**config.mk**
```make
export PLATFORM = sky130hd
export DESIGN_NAME = axi4_burst_master_flat
export DESIGN_NICKNAME = d
export VERILOG_FILES = /design/src/rtl/axi4_burst_master_if.sv /design/src/rtl/axi4_burst_master.sv /design/src/flat_wrapper.sv
export SDC_FILE = /design/constraint.sdc
export NUM_CORES = 1
export LEC_CHECK = 0
export ABC_AREA = 1
export CORE_AREA = 2 2 183 185
export DETAILED_ROUTE_END_ITERATION = 8
export DIE_AREA = 0 0 185 187
export PLACE_DENSITY = 0.52
export SETUP_SLACK_MARGIN = 0.05
export SYNTH_ARGS = -nofsm -noshare
export SYNTH_HDL_FRONTEND = slang
export SYNTH_SLANG_ARGS = --single-unit
export TNS_END_PERCENT = 100
```
**constraint.sdc**
```tcl
create_clock -name axi4_aclk -period 4.4 [get_ports axi4_aclk]
set_input_delay 1.1 -clock axi4_aclk [delete_from_list [all_inputs] [get_ports axi4_aclk]]
set_output_delay 1.1 -clock axi4_aclk [all_outputs]
set_load 0.05 [all_outputs]
```
**src/rtl/axi4_burst_master_if.sv**
```systemverilog
// axi4_if: AXI4 channel bundle used by axi4_burst_master; the master modport is the initiator view.
`ifndef AXI4_ADDR_WIDTH
`define AXI4_ADDR_WIDTH 32
`endif
`ifndef AXI4_DATA_WIDTH
`define AXI4_DATA_WIDTH 64
`endif
`ifndef AXI4_WSTRB_WIDTH
`define AXI4_WSTRB_WIDTH 8
`endif
`ifndef AXI4_ID_WIDTH
`define AXI4_ID_WIDTH 4
`endif
`ifndef AXI4_DATA_BLOG
`define AXI4_DATA_BLOG 3
`endif

interface axi4_if;
  logic                         aclk;
  logic                         aresetn;
  // write address
  logic [`AXI4_ID_WIDTH-1:0]    awid;
  logic [`AXI4_ADDR_WIDTH-1:0]  awaddr;
  logic [7:0]                   awlen;
  logic [2:0]                   awsize;
  logic [1:0]                   awburst;
  logic                         awlock;
  logic [3:0]                   awcache;
  logic [2:0]                   awprot;
  logic [3:0]                   awqos;
  logic [3:0]                   awregion;
  logic                         awuser;
  logic                         awvalid;
  logic                         awready;
  // write data
  logic [`AXI4_DATA_WIDTH-1:0]  wdata;
  logic [`AXI4_WSTRB_WIDTH-1:0] wstrb;
  logic                         wlast;
  logic                         wuser;
  logic                         wvalid;
  logic                         wready;
  // write response
  logic [1:0]                   bresp;
  logic                         bvalid;
  logic                         bready;
  // read address
  logic [`AXI4_ID_WIDTH-1:0]    arid;
  logic [`AXI4_ADDR_WIDTH-1:0]  araddr;
  logic [7:0]                   arlen;
  logic [2:0]                   arsize;
  logic [1:0]                   arburst;
  logic                         arlock;
  logic [3:0]                   arcache;
  logic [2:0]                   arprot;
  logic [3:0]                   arqos;
  logic [3:0]                   arregion;
  logic                         aruser;
  logic                         arvalid;
  logic                         arready;
  // read data
  logic [`AXI4_DATA_WIDTH-1:0]  rdata;
  logic [1:0]                   rresp;
  logic                         rlast;
  logic                         rvalid;
  logic                         rready;

  modport master (
    input  aclk, aresetn,
    output awid, awaddr, awlen, awsize, awburst, awlock, awcache, awprot, awqos, awregion,
           awuser, awvalid,
    input  awready,
    output wdata, wstrb, wlast, wuser, wvalid,
    input  wready,
    input  bresp, bvalid,
    output bready,
    output arid, araddr, arlen, arsize, arburst, arlock, arcache, arprot, arqos, arregion,
           aruser, arvalid,
    input  arready,
    input  rdata, rresp, rlast, rvalid,
    output rready
  );
endinterface

```
**src/rtl/axi4_burst_master.sv**
```systemverilog
// axi4_burst_master: one-outstanding AXI4 INCR burst initiator fed by a simple command port,
// with streaming write-data input and read-data output.
// Optional feature: define AXI4_BURST_MASTER_4K_CHECK_EN to fail bursts that would cross
// a 4 KB boundary without issuing any bus traffic.
`ifndef AXI4_ADDR_WIDTH
`define AXI4_ADDR_WIDTH 32
`endif
`ifndef AXI4_DATA_WIDTH
`define AXI4_DATA_WIDTH 64
`endif
`ifndef AXI4_WSTRB_WIDTH
`define AXI4_WSTRB_WIDTH 8
`endif
`ifndef AXI4_ID_WIDTH
`define AXI4_ID_WIDTH 4
`endif
`ifndef AXI4_DATA_BLOG
`define AXI4_DATA_BLOG 3
`endif

module axi4_burst_master #(
  parameter logic [`AXI4_ID_WIDTH-1:0] AXI_ID = '0
) (
  axi4_if.master                       axi4,
  input  logic                         cmd_valid_i,
  output logic                         cmd_ready_o,
  input  logic                         cmd_we_i,
  input  logic [`AXI4_ADDR_WIDTH-1:0]  cmd_addr_i,
  input  logic [7:0]                   cmd_len_i,
  input  logic                         wr_valid_i,
  output logic                         wr_ready_o,
  input  logic [`AXI4_DATA_WIDTH-1:0]  wr_data_i,
  input  logic [`AXI4_WSTRB_WIDTH-1:0] wr_strb_i,
  output logic                         rd_valid_o,
  input  logic                         rd_ready_i,
  output logic [`AXI4_DATA_WIDTH-1:0]  rd_data_o,
  output logic                         rd_last_o,
  output logic                         done_o,
  output logic                         err_o
);
  typedef enum logic [2:0] {IDLE, AR, R, AW, W, B} state_t;

  state_t                        state_q, state_d;
  logic [`AXI4_ADDR_WIDTH-1:0]   addr_q, addr_d;
  logic [7:0]                    len_q, len_d, cnt_q, cnt_d;
  logic                          we_q, we_d, err_q, err_d;
  logic                          arvalid_q, arvalid_d, awvalid_q, awvalid_d, bready_q, bready_d;
  logic                          done_q, done_d, err_out_q, err_out_d, cmd_ready_q, cmd_ready_d;
  logic                          last_beat, w_ph, r_ph, w_hs, r_hs;
`ifdef AXI4_BURST_MASTER_4K_CHECK_EN
  logic [15:0]                   end_off;
`endif

  // Data-phase qualifiers: the beat counter reaching len marks the final beat.
  assign last_beat = (cnt_q == len_q);
  assign w_ph      = we_q && (state_q == W);
  assign r_ph      = !we_q && (state_q == R);
  assign w_hs      = w_ph && wr_valid_i && axi4.wready;
  assign r_hs      = r_ph && axi4.rvalid && rd_ready_i;

  // Next-state, burst bookkeeping and registered-output decode.
  always_comb begin
    state_d   = state_q;
    addr_d    = addr_q;
    len_d     = len_q;
    we_d      = we_q;
    cnt_d     = cnt_q;
    err_d     = err_q;
    done_d    = 1'b0;
    err_out_d = 1'b0;
`ifdef AXI4_BURST_MASTER_4K_CHECK_EN
    // Byte offset just past the burst, relative to the enclosing 4 KB page.
    end_off = {4'b0, cmd_addr_i[11:0]} + ((16'(cmd_len_i) + 16'd1) << `AXI4_DATA_BLOG);
`endif
    case (state_q)
      IDLE: if (cmd_valid_i && cmd_ready_q) begin
        addr_d  = cmd_addr_i;
        len_d   = cmd_len_i;
        we_d    = cmd_we_i;
        cnt_d   = '0;
        err_d   = 1'b0;
        state_d = cmd_we_i ? AW : AR;
`ifdef AXI4_BURST_MASTER_4K_CHECK_EN
        // Page-crossing burst: complete with error straight away, no bus traffic.
        if (end_off > 16'd4096) begin
          state_d   = IDLE;
          err_d     = 1'b1;
          done_d    = 1'b1;
          err_out_d = 1'b1;
        end
`endif
      end
      AR: if (axi4.arready) state_d = R;
      R: if (r_hs) begin
        cnt_d = cnt_q + 8'd1;
        // SLVERR/DECERR, or rlast disagreeing with our own beat count.
        if ((axi4.rresp >= 2'b10) || (axi4.rlast != last_beat)) err_d = 1'b1;
        if (last_beat) begin
          state_d   = IDLE;
          done_d    = 1'b1;
          err_out_d = err_d;
        end
      end
      AW: if (axi4.awready) state_d = W;
      W: if (w_hs) begin
        cnt_d = cnt_q + 8'd1;
        if (last_beat) state_d = B;
      end
      B: if (axi4.bvalid) begin
        if (axi4.bresp >= 2'b10) err_d = 1'b1;
        state_d   = IDLE;
        done_d    = 1'b1;
        err_out_d = err_d;
      end
      default: state_d = IDLE;
    endcase
    arvalid_d   = (state_d == AR);
    awvalid_d   = (state_d == AW);
    bready_d    = (state_d == B);
    // Hold off the next command during the done pulse so IDLE lasts at least one cycle.
    cmd_ready_d = (state_d == IDLE) && !done_d;
  end

  // State and registered outputs; reset drops everything to IDLE at once.
  always_ff @(posedge axi4.aclk or negedge axi4.aresetn) begin
    if (!axi4.aresetn) begin
      state_q     <= IDLE;
      addr_q      <= '0;
      len_q       <= '0;
      we_q        <= 1'b0;
      cnt_q       <= '0;
      err_q       <= 1'b0;
      arvalid_q   <= 1'b0;
      awvalid_q   <= 1'b0;
      bready_q    <= 1'b0;
      done_q      <= 1'b0;
      err_out_q   <= 1'b0;
      cmd_ready_q <= 1'b0;
    end else begin
      state_q     <= state_d;
      addr_q      <= addr_d;
      len_q       <= len_d;
      we_q        <= we_d;
      cnt_q       <= cnt_d;
      err_q       <= err_d;
      arvalid_q   <= arvalid_d;
      awvalid_q   <= awvalid_d;
      bready_q    <= bready_d;
      done_q      <= done_d;
      err_out_q   <= err_out_d;
      cmd_ready_q <= cmd_ready_d;
    end
  end

  assign cmd_ready_o    = cmd_ready_q;
  assign done_o         = done_q;
  assign err_o          = err_out_q;

  assign axi4.awid      = AXI_ID;
  assign axi4.awaddr    = addr_q;
  assign axi4.awlen     = len_q;
  assign axi4.awsize    = 3'(`AXI4_DATA_BLOG);
  assign axi4.awburst   = 2'b01;
  assign axi4.awlock    = 1'b0;
  assign axi4.awcache   = '0;
  assign axi4.awprot    = '0;
  assign axi4.awqos     = '0;
  assign axi4.awregion  = '0;
  assign axi4.awuser    = 1'b0;
  assign axi4.awvalid   = awvalid_q;

  assign axi4.wdata     = wr_data_i;
  assign axi4.wstrb     = wr_strb_i;
  assign axi4.wlast     = w_ph && last_beat;
  assign axi4.wuser     = 1'b0;
  assign axi4.wvalid    = w_ph && wr_valid_i;
  assign wr_ready_o     = w_ph && axi4.wready;

  assign axi4.bready    = bready_q;

  assign axi4.arid      = AXI_ID;
  assign axi4.araddr    = addr_q;
  assign axi4.arlen     = len_q;
  assign axi4.arsize    = 3'(`AXI4_DATA_BLOG);
  assign axi4.arburst   = 2'b01;
  assign axi4.arlock    = 1'b0;
  assign axi4.arcache   = '0;
  assign axi4.arprot    = '0;
  assign axi4.arqos     = '0;
  assign axi4.arregion  = '0;
  assign axi4.aruser    = 1'b0;
  assign axi4.arvalid   = arvalid_q;

  assign axi4.rready    = r_ph && rd_ready_i;
  assign rd_valid_o     = r_ph && axi4.rvalid;
  assign rd_data_o      = axi4.rdata;
  assign rd_last_o      = r_ph && last_beat;
endmodule

```
**src/flat_wrapper.sv**
```systemverilog
// flat-port wrapper written by rule: the top's interface ports become plain ports
module axi4_burst_master_flat 
#(
  parameter logic [`AXI4_ID_WIDTH-1:0] AXI_ID = '0
)
  (cmd_valid_i, cmd_ready_o, cmd_we_i, cmd_addr_i, cmd_len_i, wr_valid_i, wr_ready_o, wr_data_i, wr_strb_i, rd_valid_o, rd_ready_i, rd_data_o, rd_last_o, done_o, err_o, axi4_aclk, axi4_aresetn, axi4_awid, axi4_awaddr, axi4_awlen, axi4_awsize, axi4_awburst, axi4_awlock, axi4_awcache, axi4_awprot, axi4_awqos, axi4_awregion, axi4_awuser, axi4_awvalid, axi4_awready, axi4_wdata, axi4_wstrb, axi4_wlast, axi4_wuser, axi4_wvalid, axi4_wready, axi4_bresp, axi4_bvalid, axi4_bready, axi4_arid, axi4_araddr, axi4_arlen, axi4_arsize, axi4_arburst, axi4_arlock, axi4_arcache, axi4_arprot, axi4_arqos, axi4_arregion, axi4_aruser, axi4_arvalid, axi4_arready, axi4_rdata, axi4_rresp, axi4_rlast, axi4_rvalid, axi4_rready);
  axi4_if axi4_i ();
  input  logic cmd_valid_i;
  output logic cmd_ready_o;
  input  logic cmd_we_i;
  input  logic [`AXI4_ADDR_WIDTH-1:0] cmd_addr_i;
  input  logic [7:0] cmd_len_i;
  input  logic wr_valid_i;
  output logic wr_ready_o;
  input  logic [`AXI4_DATA_WIDTH-1:0] wr_data_i;
  input  logic [`AXI4_WSTRB_WIDTH-1:0] wr_strb_i;
  output logic rd_valid_o;
  input  logic rd_ready_i;
  output logic [`AXI4_DATA_WIDTH-1:0] rd_data_o;
  output logic rd_last_o;
  output logic done_o;
  output logic err_o;
  input wire logic [$bits(axi4_i.aclk)-1:0] axi4_aclk;
  input wire logic [$bits(axi4_i.aresetn)-1:0] axi4_aresetn;
  output wire logic [$bits(axi4_i.awid)-1:0] axi4_awid;
  output wire logic [$bits(axi4_i.awaddr)-1:0] axi4_awaddr;
  output wire logic [$bits(axi4_i.awlen)-1:0] axi4_awlen;
  output wire logic [$bits(axi4_i.awsize)-1:0] axi4_awsize;
  output wire logic [$bits(axi4_i.awburst)-1:0] axi4_awburst;
  output wire logic [$bits(axi4_i.awlock)-1:0] axi4_awlock;
  output wire logic [$bits(axi4_i.awcache)-1:0] axi4_awcache;
  output wire logic [$bits(axi4_i.awprot)-1:0] axi4_awprot;
  output wire logic [$bits(axi4_i.awqos)-1:0] axi4_awqos;
  output wire logic [$bits(axi4_i.awregion)-1:0] axi4_awregion;
  output wire logic [$bits(axi4_i.awuser)-1:0] axi4_awuser;
  output wire logic [$bits(axi4_i.awvalid)-1:0] axi4_awvalid;
  input wire logic [$bits(axi4_i.awready)-1:0] axi4_awready;
  output wire logic [$bits(axi4_i.wdata)-1:0] axi4_wdata;
  output wire logic [$bits(axi4_i.wstrb)-1:0] axi4_wstrb;
  output wire logic [$bits(axi4_i.wlast)-1:0] axi4_wlast;
  output wire logic [$bits(axi4_i.wuser)-1:0] axi4_wuser;
  output wire logic [$bits(axi4_i.wvalid)-1:0] axi4_wvalid;
  input wire logic [$bits(axi4_i.wready)-1:0] axi4_wready;
  input wire logic [$bits(axi4_i.bresp)-1:0] axi4_bresp;
  input wire logic [$bits(axi4_i.bvalid)-1:0] axi4_bvalid;
  output wire logic [$bits(axi4_i.bready)-1:0] axi4_bready;
  output wire logic [$bits(axi4_i.arid)-1:0] axi4_arid;
  output wire logic [$bits(axi4_i.araddr)-1:0] axi4_araddr;
  output wire logic [$bits(axi4_i.arlen)-1:0] axi4_arlen;
  output wire logic [$bits(axi4_i.arsize)-1:0] axi4_arsize;
  output wire logic [$bits(axi4_i.arburst)-1:0] axi4_arburst;
  output wire logic [$bits(axi4_i.arlock)-1:0] axi4_arlock;
  output wire logic [$bits(axi4_i.arcache)-1:0] axi4_arcache;
  output wire logic [$bits(axi4_i.arprot)-1:0] axi4_arprot;
  output wire logic [$bits(axi4_i.arqos)-1:0] axi4_arqos;
  output wire logic [$bits(axi4_i.arregion)-1:0] axi4_arregion;
  output wire logic [$bits(axi4_i.aruser)-1:0] axi4_aruser;
  output wire logic [$bits(axi4_i.arvalid)-1:0] axi4_arvalid;
  input wire logic [$bits(axi4_i.arready)-1:0] axi4_arready;
  input wire logic [$bits(axi4_i.rdata)-1:0] axi4_rdata;
  input wire logic [$bits(axi4_i.rresp)-1:0] axi4_rresp;
  input wire logic [$bits(axi4_i.rlast)-1:0] axi4_rlast;
  input wire logic [$bits(axi4_i.rvalid)-1:0] axi4_rvalid;
  output wire logic [$bits(axi4_i.rready)-1:0] axi4_rready;
  assign axi4_i.aclk = axi4_aclk;
  assign axi4_i.aresetn = axi4_aresetn;
  assign axi4_awid = axi4_i.awid;
  assign axi4_awaddr = axi4_i.awaddr;
  assign axi4_awlen = axi4_i.awlen;
  assign axi4_awsize = axi4_i.awsize;
  assign axi4_awburst = axi4_i.awburst;
  assign axi4_awlock = axi4_i.awlock;
  assign axi4_awcache = axi4_i.awcache;
  assign axi4_awprot = axi4_i.awprot;
  assign axi4_awqos = axi4_i.awqos;
  assign axi4_awregion = axi4_i.awregion;
  assign axi4_awuser = axi4_i.awuser;
  assign axi4_awvalid = axi4_i.awvalid;
  assign axi4_i.awready = axi4_awready;
  assign axi4_wdata = axi4_i.wdata;
  assign axi4_wstrb = axi4_i.wstrb;
  assign axi4_wlast = axi4_i.wlast;
  assign axi4_wuser = axi4_i.wuser;
  assign axi4_wvalid = axi4_i.wvalid;
  assign axi4_i.wready = axi4_wready;
  assign axi4_i.bresp = axi4_bresp;
  assign axi4_i.bvalid = axi4_bvalid;
  assign axi4_bready = axi4_i.bready;
  assign axi4_arid = axi4_i.arid;
  assign axi4_araddr = axi4_i.araddr;
  assign axi4_arlen = axi4_i.arlen;
  assign axi4_arsize = axi4_i.arsize;
  assign axi4_arburst = axi4_i.arburst;
  assign axi4_arlock = axi4_i.arlock;
  assign axi4_arcache = axi4_i.arcache;
  assign axi4_arprot = axi4_i.arprot;
  assign axi4_arqos = axi4_i.arqos;
  assign axi4_arregion = axi4_i.arregion;
  assign axi4_aruser = axi4_i.aruser;
  assign axi4_arvalid = axi4_i.arvalid;
  assign axi4_i.arready = axi4_arready;
  assign axi4_i.rdata = axi4_rdata;
  assign axi4_i.rresp = axi4_rresp;
  assign axi4_i.rlast = axi4_rlast;
  assign axi4_i.rvalid = axi4_rvalid;
  assign axi4_rready = axi4_i.rready;
  axi4_burst_master #(.AXI_ID(AXI_ID)) u_core (.axi4(axi4_i), .cmd_valid_i(cmd_valid_i), .cmd_ready_o(cmd_ready_o), .cmd_we_i(cmd_we_i), .cmd_addr_i(cmd_addr_i), .cmd_len_i(cmd_len_i), .wr_valid_i(wr_valid_i), .wr_ready_o(wr_ready_o), .wr_data_i(wr_data_i), .wr_strb_i(wr_strb_i), .rd_valid_o(rd_valid_o), .rd_ready_i(rd_ready_i), .rd_data_o(rd_data_o), .rd_last_o(rd_last_o), .done_o(done_o), .err_o(err_o));
endmodule
```
======== Word level (Yosys, flattened, before mapping) ========
Cells that the tools add are included.
cells by class
  add/sub/neg operators ................... 1
  order comparisons ....................... 2
  eq/ne operators ......................... 14
  muxes and demuxes ....................... 28
  reductions and logical operators ........ 22
operators by type and width
  cell                   count
  $mux W3                8
  $mux W8                3
  $pmux W8 S3            1
  $pmux W3 S6            1
  $logic_and A1 B1 Y1    12
  $mux W1                11
  $eq A3 B2 Y1 const B   3
  $eq A3 B3 Y1 const B   3
  $add A8 B1 Y8 const B  1
  $eq A8 B8 Y1           1
  $reduce_and A4 Y1      2
  $eq A3 B1 Y1 const B   2
  $logic_not A3 Y1       2
  $ne A2 B1 Y1 const B   3
  $reduce_bool A3 Y1     2
  $ge A2 B2 Y1 const B   2
  $pmux W1 S2            2
  $pmux W1 S3            1
  $logic_not A1 Y1       2
  $mux W2                1
  $ne A2 B2 Y1 const B   1
  $reduce_and A2 Y1      1
  $logic_or A1 B1 Y1     1
  $ne A1 B1 Y1           1
word-level totals
  bits in registers ....................... 59
  bits of input ports ..................... 192
  output and inout port bits .............. 281
  word-level logic and storage cells ...... 79

======== Logic depth before layout (Yosys ltp) ========
Gate-level depths: netlist of run 1.
  depth in word-level cells ............... 8
  depth in mapped cells ................... 12

======== Least setup slack after synthesis of run 1 ========
No wires, ideal clock.
  path type ............................... input -> output
  from .................................... in rd_ready_i
  to ...................................... out axi4_rready
  arrival time ............................ 1.778 ns
  required time ........................... 3.300 ns
  path slack .............................. 1.522 ns
  stages .................................. 2
  path buffers ............................ 0
  path through ............................ inv_1 > nor2_1
between the ends
  cells in the longest elaborated chain, start to end .. 1
RTL lines
  item                 line                      text
  start, declared      flat_wrapper.sv:18        input logic rd_ready_i;
  $logic_and A1 B1 Y1  axi4_burst_master.sv:194  assign axi4.rready = r_ph && rd_ready_i;
  end, declared        flat_wrapper.sv:64        output wire logic [$bits(axi4_i.rready)-1:0] axi4_rready;
No other way between the ends.

======== Worst setup path in the final report of run 1 ========
  from .................................... in wr_valid_i
  to ...................................... out axi4_wvalid
between the ends
  cells in the longest elaborated chain, start to end .. 1
RTL lines
  item                 line                      text
  start, declared      flat_wrapper.sv:13        input logic wr_valid_i;
  $logic_and A1 B1 Y1  axi4_burst_master.sv:176  assign axi4.wvalid = w_ph && wr_valid_i;
  end, declared        flat_wrapper.sv:42        output wire logic [$bits(axi4_i.wvalid)-1:0] axi4_wvalid;
No other way between the ends.

==> impl_results.html, run 1 <==
<table>
<tr><th>Metric</th><th>Value</th></tr>
<tr><th colspan="2">Timing</th></tr>
<tr><td>Worst setup skew after layout</td><td>0.00836 ns</td></tr>
<tr><td>Share of the clock period used by the worst path after layout</td><td>0.853</td></tr>
<tr><td>Fmax</td><td>0.267 GHz</td></tr>
<tr><td>Number of failing hold endpoints at the final stage</td><td>0</td></tr>
<tr><td>RSZ-0062 raised after global routing</td><td>false</td></tr>
<tr><td>Remaining max-slew budget at the tightest pin</td><td>0.473</td></tr>
<tr><td>Final Setup Violations</td><td>0</td></tr>
<tr><td>Final critical-path required period</td><td>3.75 ns</td></tr>
<tr><td>Total Negative Setup Slacks</td><td>0 ns</td></tr>
<tr><td>Measured slew at the worst slew-check pin</td><td>0.790 ns</td></tr>
<tr><td>Number of max-slew violations in the final report</td><td>0</td></tr>
<tr><th colspan="2">CTS</th></tr>
<tr><td>Clock Path Buffers</td><td>2</td></tr>
<tr><td>Library cell used as clock root buffer</td><td>clkbuf_16</td></tr>
<tr><td>Clk pin slew, worst setup/hold paths</td><td>0.05 ns</td></tr>
<tr><td>Clock latency on the worst-skew pair</td><td>0.34 ns</td></tr>
<tr><td>Hold buffers post-CTS</td><td>0</td></tr>
<tr><td>CTS Sinks</td><td>59</td></tr>
<tr><td>Post-CTS Resized</td><td>0</td></tr>
<tr><td>Clock buffers created by TritonCTS</td><td>9</td></tr>
<tr><td>Maximum level of the CTS H-tree</td><td>3</td></tr>
<tr><td>Post-CTS Setup Repair Bufs</td><td>0</td></tr>
<tr><td>CTS tree</td><td>done</td></tr>
<tr><th colspan="2">Detailed routing</th></tr>
<tr><td>Mean routed wirelength per cell</td><td>13.1 µm</td></tr>
<tr><td>Final WL</td><td>12300 µm</td></tr>
<tr><td>Antenna-violating nets left</td><td>0</td></tr>
<tr><td>Drc violations</td><td>0</td></tr>
<tr><td>Average via count per standard cell</td><td>2.94</td></tr>
<tr><td>Total iterations of the first detailed-routing run</td><td>4</td></tr>
<tr><td>Via total after detailed routing</td><td>2757</td></tr>
<tr><td>DR iter-0 viols</td><td>95</td></tr>
<tr><th colspan="2">Floorplanning</th></tr>
<tr><td>Number of placement rows</td><td>67</td></tr>
<tr><td>Placeable core region</td><td>0.0329 mm²</td></tr>
<tr><td>Area enclosed by the die boundary</td><td>0.0346 mm²</td></tr>
<tr><td>Die width</td><td>185 µm</td></tr>
<tr><td>Io pins</td><td>473</td></tr>
<tr><td>Starting utilization of the core area</td><td>0.136</td></tr>
<tr><td>Vertical extent of the die</td><td>187 µm</td></tr>
<tr><th colspan="2">Yosys</th></tr>
<tr><td>Ys async rst share</td><td>1.00</td></tr>
<tr><td>Number of warnings reported in the yosys synthesis log</td><td>0</td></tr>
<tr><td>Ys flop type</td><td>dfrtp_1</td></tr>
<tr><td>Commonest cells in the synthesized netlist</td><td>buf_4, nand2_1, dfrtp_1, mux2_2, inv_1</td></tr>
<tr><td>Cell accounting for the most synthesized area</td><td>buf_4</td></tr>
<tr><td>Library cell with the highest instance count after synthesis</td><td>buf_4</td></tr>
<tr><td>Number of synthesized register bits</td><td>59</td></tr>
<tr><td>Cell area after synthesis</td><td>0.00447 mm²</td></tr>
<tr><td>Fraction of the yosys area taken by sequential cells</td><td>0.330</td></tr>
<tr><td>Top-area cell type share of the netlist area</td><td>0.386</td></tr>
<tr><td>Biggest area contributors in the synthesized netlist</td><td>buf_4, dfrtp_1, mux2_2</td></tr>
<tr><td>Number of flops mapped to enable cells by yosys</td><td>0</td></tr>
<tr><td>Synthesized area per cell</td><td>8.80 µm²</td></tr>
<tr><td>Cells after synthesis</td><td>508</td></tr>
<tr><td>Count of distinct cell types in the synthesized netlist</td><td>30</td></tr>
<tr><th colspan="2">Global routing</th></tr>
<tr><td>GRT Total Usage</td><td>0.0704</td></tr>
<tr><td>Global routing usage on met2</td><td>0.102</td></tr>
<tr><td>Met1 routing resource usage after global routing</td><td>0.0713</td></tr>
<tr><td>Largest net degree at the start of global routing</td><td>32</td></tr>
<tr><td>Global-route wire length before repair</td><td>17000 µm</td></tr>
<tr><td>Number of global-route vias before repair</td><td>2707</td></tr>
<tr><td>Number of antenna violations at the first check in global routing</td><td>2</td></tr>
<tr><td>Global route total overflow</td><td>0</td></tr>
<tr><td>Met3 capacity usage during global routing</td><td>0.0409</td></tr>
<tr><td>GRT busiest layer</td><td>met2</td></tr>
<tr><th colspan="2">Worst setup path</th></tr>
<tr><td>Worst Setup End Kind</td><td>output pin</td></tr>
<tr><td>Worst Setup Start Kind</td><td>input port</td></tr>
<tr><td>Required time of the critical path</td><td>3.30 ns</td></tr>
<tr><td>Crit path DAT</td><td>2.65 ns</td></tr>
<tr><td>Reg-to-Reg Start</td><td>u_core.state_q[1]</td></tr>
<tr><td>Timing endpoint of the critical path</td><td>axi4_wvalid</td></tr>
<tr><td>FF-to-FF path depth</td><td>6</td></tr>
<tr><td>Register-to-register setup slack</td><td>2.26 ns</td></tr>
<tr><td>WS Path Type</td><td>in -&gt; out</td></tr>
<tr><td>R2R Path End</td><td>u_core.axi4.araddr[5]</td></tr>
<tr><td>Biggest fanout along the worst timing path</td><td>2</td></tr>
<tr><td>Worst Setup SP</td><td>wr_valid_i</td></tr>
<tr><th colspan="2">Hold path</th></tr>
<tr><td>Count of cells along the worst hold path</td><td>2</td></tr>
<tr><td>Worst hold path class</td><td>reg -&gt; reg</td></tr>
<tr><th colspan="2">Pwr</th></tr>
<tr><td>Static Leak</td><td>2.25 nW</td></tr>
<tr><td>Power density relative to cell area</td><td>903 mW/mm²</td></tr>
<tr><td>Maximum ir drop on the vdd rail</td><td>0.000399 V</td></tr>
<tr><td>Final Power</td><td>4.73 mW</td></tr>
<tr><th colspan="2">Placed design</th></tr>
<tr><td>Placed wire-length estimate</td><td>9710 µm</td></tr>
<tr><td>Count of buffers from port buffering</td><td>145</td></tr>
<tr><td>Post-Place Cell Area</td><td>0.00494 mm²</td></tr>
<tr><td>Placer congestion estimate</td><td>0.718</td></tr>
<tr><th colspan="2">Finish</th></tr>
<tr><td>Ratio of cells with drive above 1 in the final layout</td><td>0.155</td></tr>
<tr><td>Post-route design area</td><td>0.00524 mm²</td></tr>
<tr><td>Area grow syn2layout</td><td>17.2%</td></tr>
<tr><td>Count of nets after finishing</td><td>677</td></tr>
<tr><td>Post-layout utilization of the core</td><td>0.160</td></tr>
<tr><th colspan="2">Status</th></tr>
<tr><td>Status</td><td>finished, final reports clean</td></tr>
<tr><th colspan="2">Run</th></tr>
<tr><td>MaxCap Viol Count</td><td>0</td></tr>
</table>
[worst min path at each step]
| stage | start | end | slack, ns |
|---|---|---|---|
| after floorplan | u_core.cnt_q[7] | u_core.cnt_q[7] | 0.47 |
| after global placement | u_core.cnt_q[7] | u_core.cnt_q[7] | 0.50 |
| after detailed placement | u_core.cnt_q[6] | u_core.cnt_q[6] | 0.50 |
| after CTS | u_core.cnt_q[6] | u_core.cnt_q[6] | 0.51 |
| after global routing | u_core.axi4.araddr[11] | u_core.axi4.araddr[11] | 0.55 |
| final | u_core.cnt_q[6] | u_core.cnt_q[6] | 0.51 |
[area by class of cell]
type,instances,area [µm²]
Timing Repair Buffer,149,1480
Antenna cell,2,5.00
Tap cell,448,561
Clock buffer,11,243
Fill cell,3720,27600
Sequential cell,59,1480
Multi-Input combinational cell,233,1310
Inverter,32,120
Clock inverter,5,52.6
[registers in the layout, summed over array words and instances (netlist names)]
| name | flops |
|---|---|
| u_core.cmd_ready_o | 1 |
| u_core.axi4.bready | 1 |
| u_core.axi4.araddr | 32 |
| u_core.axi4.arlen | 8 |
| u_core.axi4.awvalid | 1 |
| u_core.state_q | 3 |
| u_core.err_q | 1 |
| u_core.err_o | 1 |
| u_core.we_q | 1 |
| u_core.cnt_q | 8 |
| u_core.done_o | 1 |
| u_core.axi4.arvalid | 1 |
[metal layers]
layer / vias to the layer above / routed length (µm)
met2: 181 / 5440
met1: 1232 / 4330
li1: 1255 / -
met5: - / 13
met3: 87 / 1530
met4: 2 / 952
[layout by cell type (no fill, tap or decap), types with 5 or more instances in the layout]
cell,count
a21oi_1,7
clkbuf_16,9
clkdlybuf4s50_1,144
conb_1,53
dfrtp_1,59
inv_1,27
mux2_2,35
nand2_1,63
nand3_1,9
nor2_1,26
o21ai_0,5
o21ai_2,6
xor2_1,5
[worst max-delay path: stages]
cell and delay [ns]:
clkdlybuf4s50_1 0.51, inv_1 0.11, nor2_4 0.12, clkdlybuf4s50_1 0.81
[metrics by stage]
| stage | hold slack (ns) | setup slack (ns) | instances |
|---|---|---|---|
| floorplan | 0.471 | 1.52 | 559 |
| global placement | 0.498 | 0.596 | 921 |
| detailed placement | 0.503 | 0.603 | 921 |
| CTS | 0.512 | 0.603 | 937 |
| global route | 0.548 | 0.583 | 937 |
| finish | 0.507 | 0.649 | 939 |
[logic make-up (layout without fill, tap and decap cells)]
group,after synthesis,after routing,synth area share
xor gates and xnor gates,8,8,0.0157
muxes,35,35,0.0881
and+or+nand+nor,118,118,0.116
buffers and inverters,267,197,0.420
AOI/OAI and AO/OA,18,18,0.0252
adders and majority gates,1,1,0.00280
other,2,55,0.00168
DFF,59,59,0.330
[where the power goes]
group / total [mW] / switching (mW) / internal, mW
Combinational: 3.02 / 2.04 / 0.972
Clock: 0.722 / 0.271 / 0.451
Sequential: 0.995 / 0.220 / 0.775
No activity file was read; power rests on OpenSTA's default activity.
==> inputs of run 2 (changes only) <==
--- a/config.mk
+++ b/config.mk
@@ -9,6 +9,7 @@
 export CORE_AREA = 2 2 183 185
 export DETAILED_ROUTE_END_ITERATION = 8
 export DIE_AREA = 0 0 185 187
+export GPL_ROUTABILITY_DRIVEN = 0
 export PLACE_DENSITY = 0.52
 export SETUP_SLACK_MARGIN = 0.05
 export SYNTH_ARGS = -nofsm -noshare
==> results of run 2 <==
Same layout as run 1: the final DEF is identical, and so are final timing and power.
